--- src/rtl/fp16_pkg.sv ---
// Shared binary16 constants, the operand classification enum and the field packer
// used by the half-precision encoder.
package fp16_pkg;
  localparam int FP16_BIAS    = 15;
  localparam int FP16_EXP_MAX = 31;
  localparam int FP16_FRAC_W  = 10;
  localparam logic [15:0] FP16_QNAN    = 16'h7E00;
  localparam logic [4:0]  FP16_INF_EXP = 5'h1F;

  typedef enum logic [1:0] {K_NORM, K_ZERO, K_INF, K_NAN} fp_kind_e;

  function automatic logic [15:0] pack_fp16(input logic s, input logic [4:0] e,
                                            input logic [FP16_FRAC_W-1:0] f);
    return {s, e, f};
  endfunction
endpackage

--- src/rtl/fp16_encode_if.sv ---
// Operand-in / result-out handshake bundle for the fp16 encoder.
interface fp16_encode_if #(parameter int MANT_W = 24, parameter int EXP_W = 8);
  logic              in_valid;
  logic              in_ready;
  logic              sign_half;
  logic [EXP_W-1:0]  exp_half;
  logic [MANT_W-1:0] mant_half;
  logic              is_nan_half;
  logic              is_inf_half;
  logic              out_valid;
  logic              out_ready;
  logic [15:0]       result_half;
  logic              ovf_half;
  logic              unf_half;
  logic              inexact_half;

  modport master (output in_valid, sign_half, exp_half, mant_half, is_nan_half, is_inf_half,
                  output out_ready,
                  input  in_ready, out_valid, result_half, ovf_half, unf_half, inexact_half);
  modport slave  (input  in_valid, sign_half, exp_half, mant_half, is_nan_half, is_inf_half,
                  input  out_ready,
                  output in_ready, out_valid, result_half, ovf_half, unf_half, inexact_half);
endinterface

--- src/rtl/fp16_lzc.sv ---
// Combinational leading-zero count; an all-zero vector reports W.
module fp16_lzc #(
  parameter int W  = 24,
  parameter int CW = $clog2(W + 1)
) (
  input  logic [W-1:0]  vec,
  output logic [CW-1:0] cnt
);
  always_comb begin
    cnt = CW'(W);
    // Ascending scan: the highest set bit is the last one to write cnt.
    for (int i = 0; i < W; i++)
      if (vec[i]) cnt = CW'(W - 1 - i);
  end
endmodule

--- src/rtl/fp16_encode.sv ---
// Two-stage binary16 encoder: stage 1 normalizes/denormalizes, stage 2 rounds
// to nearest-even and packs. Valid/ready with per-stage advance.
module fp16_encode
  import fp16_pkg::*;
#(
  parameter int MANT_W = 24,
  parameter int EXP_W  = 8
) (
  input  logic          clk,
  input  logic          rst,
  fp16_encode_if.slave  bus
);
  localparam int IB  = MANT_W - 3;          // integer-bit position
  localparam int HR  = MANT_W - 1 - IB;     // carry headroom bits above IB
  localparam int LW  = $clog2(MANT_W + 1);
  localparam int XW  = EXP_W + 1;
  localparam int KW  = FP16_FRAC_W + 1;

  function automatic logic [MANT_W-1:0] shr_sticky(input logic [MANT_W-1:0] m,
                                                   input logic [LW:0] amt);
    logic [MANT_W-1:0] lost;
    lost = m & ~({MANT_W{1'b1}} << amt);
    return (m >> amt) | {{(MANT_W-1){1'b0}}, |lost};
  endfunction

  logic [2:1] vld_pipe;
  logic       s2_rdy, in_rdy;

  assign s2_rdy = !vld_pipe[2] || bus.out_ready;
  assign in_rdy = !vld_pipe[1] || s2_rdy;

  // ---- stage 1: classify and normalize ----
  logic [LW-1:0]        lz;
  fp_kind_e             kind_n;
  logic signed [XW-1:0] e_n;
  logic [MANT_W-1:0]    m_n;
  logic [XW-1:0]        dn;
  logic [LW:0]          sh;
  logic                 tiny_n;

  fp16_lzc #(.W(MANT_W)) u_lzc (.vec(bus.mant_half), .cnt(lz));

  always_comb begin
    kind_n = K_NORM;
    if (bus.is_nan_half)           kind_n = K_NAN;
    else if (bus.is_inf_half)      kind_n = K_INF;
    else if (bus.mant_half == '0)  kind_n = K_ZERO;
    e_n = {bus.exp_half[EXP_W-1], bus.exp_half} + XW'(HR) - XW'(lz);
    sh  = '0;
    if (lz < LW'(HR)) m_n = shr_sticky(bus.mant_half, {1'b0, LW'(HR) - lz});
    else              m_n = bus.mant_half << (lz - LW'(HR));
    tiny_n = 1'b0;
    dn     = '0;
    if (e_n <= 0) begin
      // Denormalize so the value sits at exponent 1; far-tiny inputs become pure sticky.
      dn     = XW'(1) - e_n;
      sh     = (dn > XW'(MANT_W)) ? (LW+1)'(MANT_W) : dn[LW:0];
      m_n    = shr_sticky(m_n, sh);
      e_n    = '0;
      tiny_n = 1'b1;
    end
  end

  fp_kind_e             s1_kind;
  logic                 s1_sign, s1_tiny;
  logic signed [XW-1:0] s1_e;
  logic [MANT_W-1:0]    s1_m;

  // ---- stage 2: round to nearest-even and pack ----
  logic [KW-1:0]        kept, kept2;
  logic [KW:0]          sum;
  logic                 g, st, inc;
  logic signed [XW-1:0] e2;
  logic [15:0]          res_n;
  logic                 ovf_n, unf_n, inx_n;

  always_comb begin
    kept  = s1_m[IB -: KW];
    g     = s1_m[IB-KW];
    st    = |s1_m[IB-KW-1:0];
    inc   = g & (st | kept[0]);
    sum   = {1'b0, kept} + (KW+1)'(inc);
    e2    = s1_e;
    kept2 = sum[KW-1:0];
    if (sum[KW]) begin
      kept2 = sum[KW:1];
      e2    = s1_e + XW'(1);
    end
    if (e2 == 0 && kept2[KW-1]) e2 = XW'(1);
    ovf_n = 1'b0;
    unf_n = 1'b0;
    inx_n = 1'b0;
    case (s1_kind)
      K_NAN:  res_n = FP16_QNAN;
      K_INF:  res_n = pack_fp16(s1_sign, FP16_INF_EXP, '0);
      K_ZERO: res_n = pack_fp16(s1_sign, 5'h0, '0);
      default: begin
        inx_n = g | st;
        if (e2 >= FP16_EXP_MAX) begin
          res_n = pack_fp16(s1_sign, FP16_INF_EXP, '0);
          ovf_n = 1'b1;
          inx_n = 1'b1;
        end else begin
          res_n = pack_fp16(s1_sign, e2[4:0], kept2[FP16_FRAC_W-1:0]);
        end
        unf_n = s1_tiny & inx_n;
      end
    endcase
  end

  logic [15:0] res_q;
  logic        ovf_q, unf_q, inx_q;

  always_ff @(posedge clk) begin
    if (rst) begin
      vld_pipe <= '0;
      res_q    <= '0;
      ovf_q    <= 1'b0;
      unf_q    <= 1'b0;
      inx_q    <= 1'b0;
    end else begin
      if (s2_rdy) begin
        vld_pipe[2] <= vld_pipe[1];
        if (vld_pipe[1]) begin
          res_q <= res_n;
          ovf_q <= ovf_n;
          unf_q <= unf_n;
          inx_q <= inx_n;
        end
      end
      if (in_rdy) begin
        vld_pipe[1] <= bus.in_valid;
        if (bus.in_valid) begin
          s1_kind <= kind_n;
          s1_sign <= bus.sign_half;
          s1_e    <= e_n;
          s1_m    <= m_n;
          s1_tiny <= tiny_n;
        end
      end
    end
  end

  assign bus.in_ready     = in_rdy;
  assign bus.out_valid    = vld_pipe[2];
  assign bus.result_half  = res_q;
  assign bus.ovf_half     = ovf_q;
  assign bus.unf_half     = unf_q;
  assign bus.inexact_half = inx_q;
endmodule

--- src/flat_wrapper.sv ---
// flat-port wrapper written by rule: the top's interface ports become plain ports
module fp16_encode_flat import fp16_pkg::*;
#(
  parameter int MANT_W = 24,
  parameter int EXP_W  = 8
)
  (clk, rst, bus_in_valid, bus_sign_half, bus_exp_half, bus_mant_half, bus_is_nan_half, bus_is_inf_half, bus_out_ready, bus_in_ready, bus_out_valid, bus_result_half, bus_ovf_half, bus_unf_half, bus_inexact_half);
  fp16_encode_if #(.MANT_W(MANT_W), .EXP_W(EXP_W)) bus_i ();
  input  logic clk;
  input  logic rst;
  input wire logic [$bits(bus_i.in_valid)-1:0] bus_in_valid;
  input wire logic [$bits(bus_i.sign_half)-1:0] bus_sign_half;
  input wire logic [$bits(bus_i.exp_half)-1:0] bus_exp_half;
  input wire logic [$bits(bus_i.mant_half)-1:0] bus_mant_half;
  input wire logic [$bits(bus_i.is_nan_half)-1:0] bus_is_nan_half;
  input wire logic [$bits(bus_i.is_inf_half)-1:0] bus_is_inf_half;
  input wire logic [$bits(bus_i.out_ready)-1:0] bus_out_ready;
  output wire logic [$bits(bus_i.in_ready)-1:0] bus_in_ready;
  output wire logic [$bits(bus_i.out_valid)-1:0] bus_out_valid;
  output wire logic [$bits(bus_i.result_half)-1:0] bus_result_half;
  output wire logic [$bits(bus_i.ovf_half)-1:0] bus_ovf_half;
  output wire logic [$bits(bus_i.unf_half)-1:0] bus_unf_half;
  output wire logic [$bits(bus_i.inexact_half)-1:0] bus_inexact_half;
  assign bus_i.in_valid = bus_in_valid;
  assign bus_i.sign_half = bus_sign_half;
  assign bus_i.exp_half = bus_exp_half;
  assign bus_i.mant_half = bus_mant_half;
  assign bus_i.is_nan_half = bus_is_nan_half;
  assign bus_i.is_inf_half = bus_is_inf_half;
  assign bus_i.out_ready = bus_out_ready;
  assign bus_in_ready = bus_i.in_ready;
  assign bus_out_valid = bus_i.out_valid;
  assign bus_result_half = bus_i.result_half;
  assign bus_ovf_half = bus_i.ovf_half;
  assign bus_unf_half = bus_i.unf_half;
  assign bus_inexact_half = bus_i.inexact_half;
  fp16_encode #(.MANT_W(MANT_W), .EXP_W(EXP_W)) u_core (.clk(clk), .rst(rst), .bus(bus_i));
endmodule
--- config.mk ---
export PLATFORM = sky130hd
export DESIGN_NAME = fp16_encode_flat
export DESIGN_NICKNAME = d
export VERILOG_FILES = /design/src/rtl/fp16_pkg.sv /design/src/rtl/fp16_encode_if.sv /design/src/rtl/fp16_lzc.sv /design/src/rtl/fp16_encode.sv /design/src/flat_wrapper.sv
export SDC_FILE = /design/constraint.sdc
export NUM_CORES = 1
export LEC_CHECK = 0
export ABC_CLOCK_PERIOD_IN_PS = 5400
export CAP_MARGIN = 20
export CORE_ASPECT_RATIO = 2
export CORE_UTILIZATION = 50
export CTS_CLUSTER_SIZE = 10
export DETAILED_ROUTE_END_ITERATION = 10
export MAX_ROUTING_LAYER = met4
export PLACE_DENSITY = 0.77
export SLEW_MARGIN = 20
export SYNTH_ARGS = -nofsm -noshare
export SYNTH_HDL_FRONTEND = slang
export SYNTH_HIERARCHICAL = 1
export SYNTH_SLANG_ARGS = --single-unit
--- constraint.sdc ---
create_clock -name clk -period 5.4 [get_ports clk]
set_input_delay 0.81 -clock clk [delete_from_list [all_inputs] [get_ports clk]]
set_output_delay 0.81 -clock clk [all_outputs]
set_load 0.005 [all_outputs]
==> results.ini, run 1 <==
[yosys]
ys_top_cells_by_count = 119 x nand2_1, 118 x nor2_1, 86 x mux2i_1
ys_types = 100
synth_fp_nets = 1140
ys_top_cells_by_area = edfxtp_1 12%, mux2i_1 10%, mux4_2 8.9%
synthCells = 1076
synth-edff-count = 35
ys_ff_latch = 56
synthFlopType = edfxtp_1
avgSynthCellArea_um2 = 7.968
synthArstFlopShare_pct = 0
synth_top_area_share_pct = 12.26
seq_area_frac_synth_pct = 17.16
synth_area_um2 = 8573
synth_most_common_cell = nand2_1
synth_top_cell_by_area = edfxtp_1
synth_warnings = 6

[floorplanning]
rows = 67
die_x_um = 94.59
pin_count = 60
die_h_um = 187.2
start_util_pct = 51.13

[status]
outcome = stopped before the end
failed_stage = global routing
tool.error = [ERROR GRT-0116] Global routing finished with congestion. Check the congestion regions in the DRC Viewer.

[global_routing]
grt_use_total_pct = 57.14
grt_max_degree = 36
grt_pass1_vias = 12812
grt-ovfl-total = 73
grt_pass1_wl_um = 74150

[clock_network]
cts_buffers = 5
cts_max_path_buffers = 2
root_buffer = clkbuf_16
hold_buffers = 0
htree_levels = 2
clock_sinks = 56

[place]
dp_hpwl_um = 34510
gp_congestion = 1.152
port_buffers = 59

-- per-stage QoR --
step                instances  setup slack [ps]  instance area [um^2]  hold slack [ps]
floorplan                1076             3.239                  8610            434.5
global placement         1624            -905.7                 11940            430.4
detailed placement       1624            -963.7                 11940            440.0
CTS                      1655             1.154                 12650            456.7
-- metal layers --
layer | GRT overflow | GRT usage, %
met3 | 2 | 24.27
met5 | - | -
met1 | 1 | 46.11
met2 | 33 | 87.07
met4 | 37 | 66.90
-- cells by family after synthesis --
family	synth area share, %
compound gates	25.69
xor+xnor	2.160
fa+ha+maj	3.736
buf+inv	5.852
flops	17.16
mux	21.86
other cells	0.04374
simple gates	23.50
-- what timing repair did --
action | in CTS
gates cloned | 1
endpoints found under the setup margin | 22
pin swaps | 41
resized for setup | 110
setup buffers | 23
==> inputs of run 2 (changes only) <==
--- a/config.mk
+++ b/config.mk
@@ -5,14 +5,11 @@
 export SDC_FILE = /design/constraint.sdc
 export NUM_CORES = 1
 export LEC_CHECK = 0
-export ABC_CLOCK_PERIOD_IN_PS = 5400
+export ABC_CLOCK_PERIOD_IN_PS = 7000
 export CAP_MARGIN = 20
-export CORE_ASPECT_RATIO = 2
-export CORE_UTILIZATION = 50
-export CTS_CLUSTER_SIZE = 10
+export CORE_UTILIZATION = 35
 export DETAILED_ROUTE_END_ITERATION = 10
-export MAX_ROUTING_LAYER = met4
-export PLACE_DENSITY = 0.77
+export PLACE_DENSITY_LB_ADDON = 0.15
 export SLEW_MARGIN = 20
 export SYNTH_ARGS = -nofsm -noshare
 export SYNTH_HDL_FRONTEND = slang
==> constraint.sdc (replaced) <==
create_clock -name clk -period 7 [get_ports clk]
set_input_delay 1.05 -clock clk [delete_from_list [all_inputs] [get_ports clk]]
set_output_delay 1.05 -clock clk [all_outputs]
set_load 0.005 [all_outputs]
==> run 2 against run 1 <==
Compared with the run above: the flow now finishes without violations; synthesized cell count did not move; synthesized area unchanged.
==> results.ini, run 2 <==
[power_and_ir_drop]
p_leak_nw = 3.786
pwr-share-comb_pct = 62.4
sw_frac_of_total_pct = 44.92
seq_power_share_pct = 20.6
clock_power_share_pct = 17.0
p_switching_mw = 0.8411
power_mw = 1.873
power_density_nw_per_um2 = 185.0
intPower_mw = 1.031
ir_worst_vdd_v = 0.0001872

[global_routing]
grt-ovfl-total = 0
grtUsageMet2_pct = 48.98
antenna_found_initial = 0
use_met3_pct = 2.041
gr-usage-met1_pct = 34.10
grt_max_degree = 48
grt_pass1_vias = 8944
grt_pass1_wl_um = 52800
grt_use_total_pct = 27.63
grt.busiest_layer = met2

[timing]
slew_violations = 0
setup_violations = 0
timing.slew.headroom_pct = 46.69
fin_crit_sh_pct = 94.84
fin_tns_setup_ps = 0
period_needed_ps = 6639
rsz0062_at_grt = false
max_freq_mhz = 150.6
skew_ps = 6.210
final_hold_viol_count = 0
tightest_slew_ps = 799.7

[yosys]
synth_area_um2 = 8573  ; unchanged
synth_warnings = 6  ; unchanged
synth_top_cell_by_area = edfxtp_1
synth_most_common_cell = nand2_1
synthArstFlopShare_pct = 0  ; unchanged
ys_top_cells_by_count = 119 x nand2_1, 118 x nor2_1, 86 x mux2i_1
seq_area_frac_synth_pct = 17.16  ; unchanged
ys_top_cells_by_area = edfxtp_1 12%, mux2i_1 10%, mux4_2 8.9%
synth-edff-count = 35  ; unchanged
synthFlopType = edfxtp_1
synth_top_area_share_pct = 12.26  ; unchanged
avgSynthCellArea_um2 = 7.968  ; unchanged
synthCells = 1076  ; unchanged
synth_fp_nets = 1140  ; unchanged
ys_types = 100  ; unchanged
ys_ff_latch = 56  ; unchanged

[final_layout]
post-route-util_pct = 42.61
drive_above_1_share_pct = 17.36
final.fill_count = 2435
multi_input_area_um2 = 6615
syn_to_final_growth_pct = 18.07
largest_register_ffs = 22
ff_latch_area_um2 = 1471
nNetsFinal = 1221
diodes = 0
mostFrequentLayoutCells = 119 x nand2_1, 118 x nor2_1, 89 x buf_4
fin_cells = 1477
regMostFlops = u_core/s1_m
final_common_cell = nand2_1

[worst_setup_path]
cp_data_arrival_time_ps = 6670
critPathLaunchType = input pin
critPathRequiredTime_ps = 7030
critPathKind = in -> reg
endpoint_kind = register
critPathMaxFanout = 40

[place]
port_buffers = 59  ; unchanged
dp_hpwl_um = 26720  ; -23%
placedCellCount = 1469  ; -9.5%
gp_congestion = 0.9478  ; -18%

[detailed_routing]
ant_nets = 0
finalWirelength_um = 34030
vias = 9232
drtIter0Drc = 946
post_drt_wl_per_cell_um = 23.04
detail_route.vias_per_cell = 6.251
first_pass_iters = 6
route.detailed.drc = 0

[clock_network]
clock_sinks = 56  ; unchanged
clk_pin_slew_ps = 70
cts_setup_buffers = 0  ; -100%
root_buffer = clkbuf_16
cts_tree = built
cts_resized = 0  ; -100%
hold_buffers = 0  ; unchanged
clock_latency_ps = 290
cts_buffers = 5  ; unchanged
htree_levels = 2  ; unchanged
cts_max_path_buffers = 2  ; unchanged

[floorplanning]
die_h_um = 158.5  ; -15%
pin_count = 60  ; unchanged
dieArea_um2 = 25130
start_util_pct = 36.09  ; -15 points
rows = 56  ; -16%
die_x_um = 158.5  ; +68%
core_area_um2 = 23750

[job]
cap_viol_max_count = 0

[min_path]
hold_path_class = reg -> reg

[status]
outcome = finished, final reports clean

-- run 2: cell counts after synthesis --
Identical to the previous run, type by type.
-- run 2: stage by stage --
| stage | worst slack (ps) | hold slack (ps) | instance area, um^2 |
|---|---|---|---|
| final | 361.2 | 437.5 | 10120 |
| after global routing | 147.0 | 473.2 | 10120 |
| after CTS | 528.4 | 441.8 | 10120 |
| after detailed placement | 224.4 | 432.6 | 9928 |
| after global placement | 181.7 | 428.7 | 9928 |
| after floorplan | 1074 | 434.5 | 8573 |
-- run 2: final timing paths --
path	from	end	slack, ps	depth (start not counted)
worst max-delay path	bus_mant_half[4]	u_core/s1_m[7]	360	21
worst min-delay path	u_core/bus.result_half[1]	u_core/bus.result_half[1]	440	2
worst max register to register	u_core/s1_m[3]	u_core/bus.result_half[2]	3510	14
worst min register to register	u_core/bus.result_half[1]	u_core/bus.result_half[1]	440	2
-- run 2: power by group through the flow --
stage | registers [mW] | clock network [mW] | logic [mW]
4_1_cts | 0.385 | 0.325 | 1.14
5_1_grt | 0.387 | 0.340 | 1.24
3_5_place_dp | 0.393 | 0 | 1.14
3_3_place_gp | 0.393 | 0 | 1.15
6_report | 0.385 | 0.318 | 1.17
2_1_floorplan | 0.390 | 0 | 0.732
-- run 2: final cells by class --
type,count,share of cell area [%]
Clock inverter,3,0.6799
Inverter,33,1.224
Clock buffer,5,1.236
Sequential cell,56,14.54
Timing Repair Buffer,151,13.03
Tap cell,319,3.943
Multi-Input combinational cell,910,65.35
-- run 2: critical path: stages --
cell and delay [ps]:
clkdlybuf4s50_1 550, buf_4 220, nor2_1 100, o31ai_1 110
nand3_1 190, a31oi_4 220, buf_4 520, ha_1 360
inv_1 60, ha_1 320, buf_12 240, mux2_2 370
o21ai_0 320, o21ba_2 220, a211oi_1 60, nor2_1 550
mux2i_1 280, mux2_2 370, o21ai_1 140, a31oi_1 50
or3_1 350
-- run 2: routing by layer --
layer,vias to the layer above,wire length [um]
li1,4310,-
met1,4417,14070
met2,400,16580
met3,105,1754
met4,0,1624
met5,-,0
-- run 2: cell families (layout without fill, tap and decap cells) --
group	count (synthesis)	after routing	share of synthesized area, %
buffers and inverters	110	192	5.852
other	1	1	0.04374
flip-flops	56	56	17.16
AND/OR/NAND/NOR	412	412	23.50
multiplexers	142	142	21.86
AO/OA/AOI/OAI	314	314	25.69
adder cells (fa/ha/maj)	25	25	3.736
XOR/XNOR	16	16	2.160
(Power assumes the default switching activity.)
==> patch 1: new RTL, flow settings as in run 2 <==
`MANT_W` is set to 24 in 3 places; all go to 20.
--- a/src/rtl/fp16_encode_if.sv
+++ b/src/rtl/fp16_encode_if.sv
@@ -1,3 +1,3 @@
 // Operand-in / result-out handshake bundle for the fp16 encoder.
-interface fp16_encode_if #(parameter int MANT_W = 24, parameter int EXP_W = 8);
+interface fp16_encode_if #(parameter int MANT_W = 20, parameter int EXP_W = 8);
   logic              in_valid;
--- a/src/rtl/fp16_encode.sv
+++ b/src/rtl/fp16_encode.sv
@@ -5,3 +5,3 @@
 #(
-  parameter int MANT_W = 24,
+  parameter int MANT_W = 20,
   parameter int EXP_W  = 8
--- a/src/flat_wrapper.sv
+++ b/src/flat_wrapper.sv
@@ -3,3 +3,3 @@
 #(
-  parameter int MANT_W = 24,
+  parameter int MANT_W = 20,
   parameter int EXP_W  = 8
Ports: changed (resized bus_mant_half); port bits go from 60 to 56. The function was not compared with the original's and may differ.
==> patch 1 against run 2 <==
  * Routed wire length is 22% lower
  * Design area down 14%
  * Power is 22% lower
  * Non-clock buffer count decreased by 17
  * Core utilization rose by 0.077 points
  * Sequential cell count fell by 4
  * Clock skew is 4.0 ps higher
  * First-iteration DRC count decreased by 13%
  * Area after synthesis decreased by 13%
  * Setup slack gained 270 ps
  * Critical endpoint is now u_core/s1_m[0]
  * Largest cell class unchanged
==> patch 1: results (changes against run 2) <==
================================================================================
Result of the run                                                   finished clean
Worst Reg-to-Reg Cells                                                        16   +2
Buffers from clock root to sink, at most                                       2   unchanged
Vias in the first global route                                             7,506   -16%
Sum of net half-perimeters after detailed placement                    20,900 um   -22%
DRT Wirelength                                                         26,700 um   -22%
Most instantiated cells after synthesis                             nor2_1 (110), nand2_1 (99), a21oi_1 (57)
Port bufs                                                                     55   -6.8%
Max FFs per register                                                          18   -18%
Post-synth EDFFs                                                              31   -11%
Post-placement setup slack                                                429 ps   +205 ps
First-pass iteration count of the detailed router                              5   -1
Synth cell types                                                              86   -14%
Main flop type after synthesis                                          edfxtp_1
Iteration-0 DRC count of the detailed router                                 827   -13%
Net Count, Synth                                                             999   -12%
Critical path data arrival time                                          6550 ps   -120 ps
Worst path max stage delay                                                600 ps   +50 ps
Static Leak                                                           0.00324 uW   -14%
Largest net degree at the start of global routing                             44   -8.3%
Resized cells post-CTS                                                         0   unchanged
Worst clock skew on the final layout                                     10.2 ps   +3.98 ps
Final RePlAce weighted congestion                                          0.940   -0.85%
Hold WC Path Type                                                     reg -> reg
Top fanout value on the critical path                                         12   -70%
Layout cell share with drive strength beyond 1                             16.5%   -0.87 points
Root buffer cell                                                       clkbuf_16
First-pass GRT wire length                                             42,200 um   -20%
Final Net Count                                                            1,072   -12%
Reg with most FFs                                                    u_core/s1_m
Number of levels in the clock H-tree                                           2   unchanged
Leading cell type by number of instances after synthesis                  nor2_1
Num CTS Buffers                                                                5   unchanged
Share of async-settable or async-resettable flops after synthesis             0%   unchanged
Ranking of synthesized cells by area                                edfxtp_1 (13%), mux4_2 (12%), dfxtp_1 (5.7%), nor2_1 (5.6%), nand2_1 (5.0%)
Worst-Skew Late Latency                                                   300 ps
Overall via count from detail_route                                        8,013   -13%
Initial antenna violation count                                                0   unchanged
Yosys warnings                                                                 6   unchanged
Proportion of synthesized chip area in sequential cells                    18.2%   +1.1 points
Highest-delay cell along the critical path                          clkdlybuf4s50_1
Setup Fix Bufs, Post-CTS                                                       0   unchanged
GRT Total Usage                                                            24.4%   -3.2 points
Max-slew headroom at the worst pin                                         33.4%   -13 points
Worst-case vdd ir drop                                               0.0000866 V   -54%
================================================================================
==> patch 1: cell families after synthesis <==
family,synth area share (%)
buf+inv,5.85
compound gates,25.8
fa+ha+maj,4.32
mux,18.9
simple gates,24.7
xor+xnor,2.24
flops,18.2
other cells,0.0506
==> patch 1: cell type report <==
class                   instances  area, sq um
fillers                      2113        11700
multi-input cells             788         5660
flip-flops and latches         52         1350
repair buffers                134         1140
well taps                     270          338
clock buffers                   5          125
inverters                      31          116
clock inverters                 3         20.0
==> patch 1: critical path: cells and delay by family <==
kind | cells | cell delay [ps]
buf+inv | 5 | 1110
simple gates | 1 | 310
fa+ha+maj | 3 | 900
compound gates | 12 | 3170
==> patch 1: layer usage <==
metal | wire length, um | up-vias | GRT usage, %
li1 | - | 3743 | -
met1 | 11500 | 3822 | 32.7
met2 | 12600 | 387 | 41.3
met3 | 1820 | 61 | 2.31
met4 | 762 | 0 | 8.30
met5 | 0 | - | 0
==> patch 1: final timing paths <==
path	startpoint	endpoint	slack (ps)
setup / recovery	bus_mant_half[8]	u_core/s1_m[0]	630
hold reg to reg	u_core/bus.result_half[1]	u_core/bus.result_half[1]	450
hold / removal	u_core/bus.result_half[1]	u_core/bus.result_half[1]	450
setup reg to reg	u_core/s1_m[2]	u_core/bus.result_half[8]	3720
==> patch 1: power by group <==
group | internal [uW] | switching (uW) | total [uW]
registers | 345 | 11.3 | 357
logic | 344 | 515 | 859
clock network | 134 | 114 | 248
total | 823 | 640 | 1460
==> patch 1: through the flow <==
step	hold WS, ps	cells	instance area [sq um]
global route	494	1283	8750
finish	449	1283	8750
detailed placement	443	1275	8600
floorplan	448	939	7420
global placement	442	1275	8600
CTS	453	1283	8750
==> patch 2: new RTL, settings of run 2 <==
Made on the original files. Re-encode `fp_kind_e` (4 values) as Gray code, 2 bits wide.
--- a/src/rtl/fp16_pkg.sv
+++ b/src/rtl/fp16_pkg.sv
@@ -9,3 +9,3 @@
 
-  typedef enum logic [1:0] {K_NORM, K_ZERO, K_INF, K_NAN} fp_kind_e;
+  typedef enum logic [1:0] {K_NORM = 2'b00, K_ZERO = 2'b01, K_INF = 2'b11, K_NAN = 2'b10} fp_kind_e;
 
Function: no difference found for any inputs over 4 cycles, from zero or initial values and one cycle with rst high; so few cycles prove little.
==> patch 2 against run 2 <==
  * Design area increased by 0.99%
  * Clock skew increased by 1.9 ps
  * Power decreased by 4.9%
  * Die area rose by 1.9%
  * Maximum frequency up 2.8%
  * Count of clock-buffer cells in the layout is 1 higher
  * Hold slack improved by 18 ps
  * Routed wire length grew 1.5%
  * Area after synthesis increased by 1.9%
  * Setup slack improved by 180 ps
  * Sequential cell count unchanged
  * Global-route usage down 0.79 points
  * Critical endpoint is now u_core/s1_m[8]
  * Largest power group unchanged
==> patch 2: results (changes against run 2) <==
================================================================================
Static Leak                                                           0.00381 uW   +0.55%
Yosys warnings                                                                 6   unchanged
Launching element of the worst setup path                           bus_mant_half[7]
Most instantiated cells after synthesis                             nand2_1 (126), nor2_1 (106), a21oi_1 (76)
First-pass iteration count of the detailed router                              6   unchanged
Non-Clock Buffer Count                                                       159   +5.3%
Sum of net half-perimeters after detailed placement                    27,100 um   +1.3%
Fraction of standard cell area that is sequential                          14.4%   -0.14 points
Worst Reg-to-Reg Cells                                                        15   +1
Critical path capture point                                         u_core/s1_m[8]
Worst path max stage delay                                                520 ps   -30 ps
Compound-cell area share of the yosys netlist                              27.2%   +1.5 points
Portion of the layout cell area used by non-clock buffers                  13.5%   +0.46 points
Top fanout value on the critical path                                          7   -83%
Worst clock skew on the final layout                                     8.10 ps   +1.89 ps
Layout cell share with drive strength beyond 1                             17.6%   +0.21 points
DRT Wirelength                                                         34,500 um   +1.5%
Buffers from clock root to sink, at most                                       2   unchanged
Overall via count from detail_route                                        9,531   +3.2%
First-pass GRT wire length                                             54,000 um   +2.3%
Final Net Count                                                            1,230   +0.74%
Capture endpoint of the worst hold path                             u_core/bus.result_half[3]
Main flop type after synthesis                                          edfxtp_1
Flip-flop and latch count                                                     56   unchanged
Resized cells post-CTS                                                         0   unchanged
Post-synth EDFFs                                                              35   unchanged
Largest net degree at the start of global routing                             45   -6.3%
Final RePlAce weighted congestion                                           1.01   +6.7%
Share of async-settable or async-resettable flops after synthesis             0%   unchanged
CTS tree                                                                     yes
Max-slew violation count                                                       0   unchanged
Synth Area in XOR/XNOR                                                     2.54%   +0.38 points
Result of the run                                                   finished clean
Critical R2R Launch                                                 u_core/s1_m[5]
Ranking of synthesized cells by area                                edfxtp_1 (12%), mux4_2 (11%), nand2_1 (5.4%), mux2i_1 (5.4%), dfxtp_1 (4.8%)
Worst-case vdd ir drop                                                0.000136 V   -27%
Fraction of the mapped netlist area in adder cells                         3.67%   -0.069 points
Iteration-0 DRC count of the detailed router                               1,123   +19%
Reg with most FFs                                                    u_core/s1_m
Clock buf count                                                                6   +1
Number of non-clock inverters                                                 38   +15%
GRT Total Usage                                                            26.8%   -0.79 points
Number of combinational gates with multiple inputs                           906   -0.44%
Vias in the first global route                                             9,165   +2.5%
Clock network contribution to total cell area                              1.63%   -0.29 points
Proportion of synthesized chip area in sequential cells                    16.8%   -0.32 points
# Max-Cap Violations                                                           0   unchanged
Crit Reg-Reg Endpoint                                               u_core/bus.result_half[2]
Num CTS Buffers                                                                5   unchanged
Share of the final layout cell area in multi-input gates                   65.1%   -0.22 points
Flop2flop setup slack                                                    3430 ps   -80 ps
Start point of the worst hold path                                  u_core/bus.result_half[3]
Max-slew headroom at the worst pin                                         41.0%   -5.7 points
Fraction of synthesized area in multiplexers                               20.2%   -1.7 points
Total of fill cells in the finished design                                 2,524   +3.7%
Highest-delay cell along the critical path                                 or4_1
Synth cell types                                                             105   +5.0%
================================================================================
[patch 2: where the power goes]
part,switching [uW],internal (uW),total [uW]
Sequential,11.1,375,386
Clock,118,157,275
Combinational,691,429,1120
Total,820,961,1780
[patch 2: metrics by stage]
step | cells | setup slack (ps) | hold slack [ps] | cell area [sq um]
CTS | 1491 | 659 | 454 | 10200
floorplan | 1094 | 1240 | 448 | 8730
detailed placement | 1483 | 386 | 446 | 10000
finish | 1491 | 544 | 455 | 10200
global route | 1491 | 239 | 477 | 10200
global placement | 1483 | 274 | 439 | 10000
[patch 2: routing by layer]
metal	wire length (um)	global-route usage [%]	vias to the layer above
met1	13400	32.9	4495
met5	0	0	-
met2	16700	46.5	579
met4	1870	13.7	0
met3	2560	2.94	123
li1	-	-	4334
[patch 2: critical path, delay by kind of cell]
| kind | cells | cell delay [ps] |
|---|---|---|
| compound gates | 10 | 2500 |
| fa+ha+maj | 2 | 760 |
| buf+inv | 4 | 800 |
| mux | 1 | 330 |
| simple gates | 4 | 1110 |
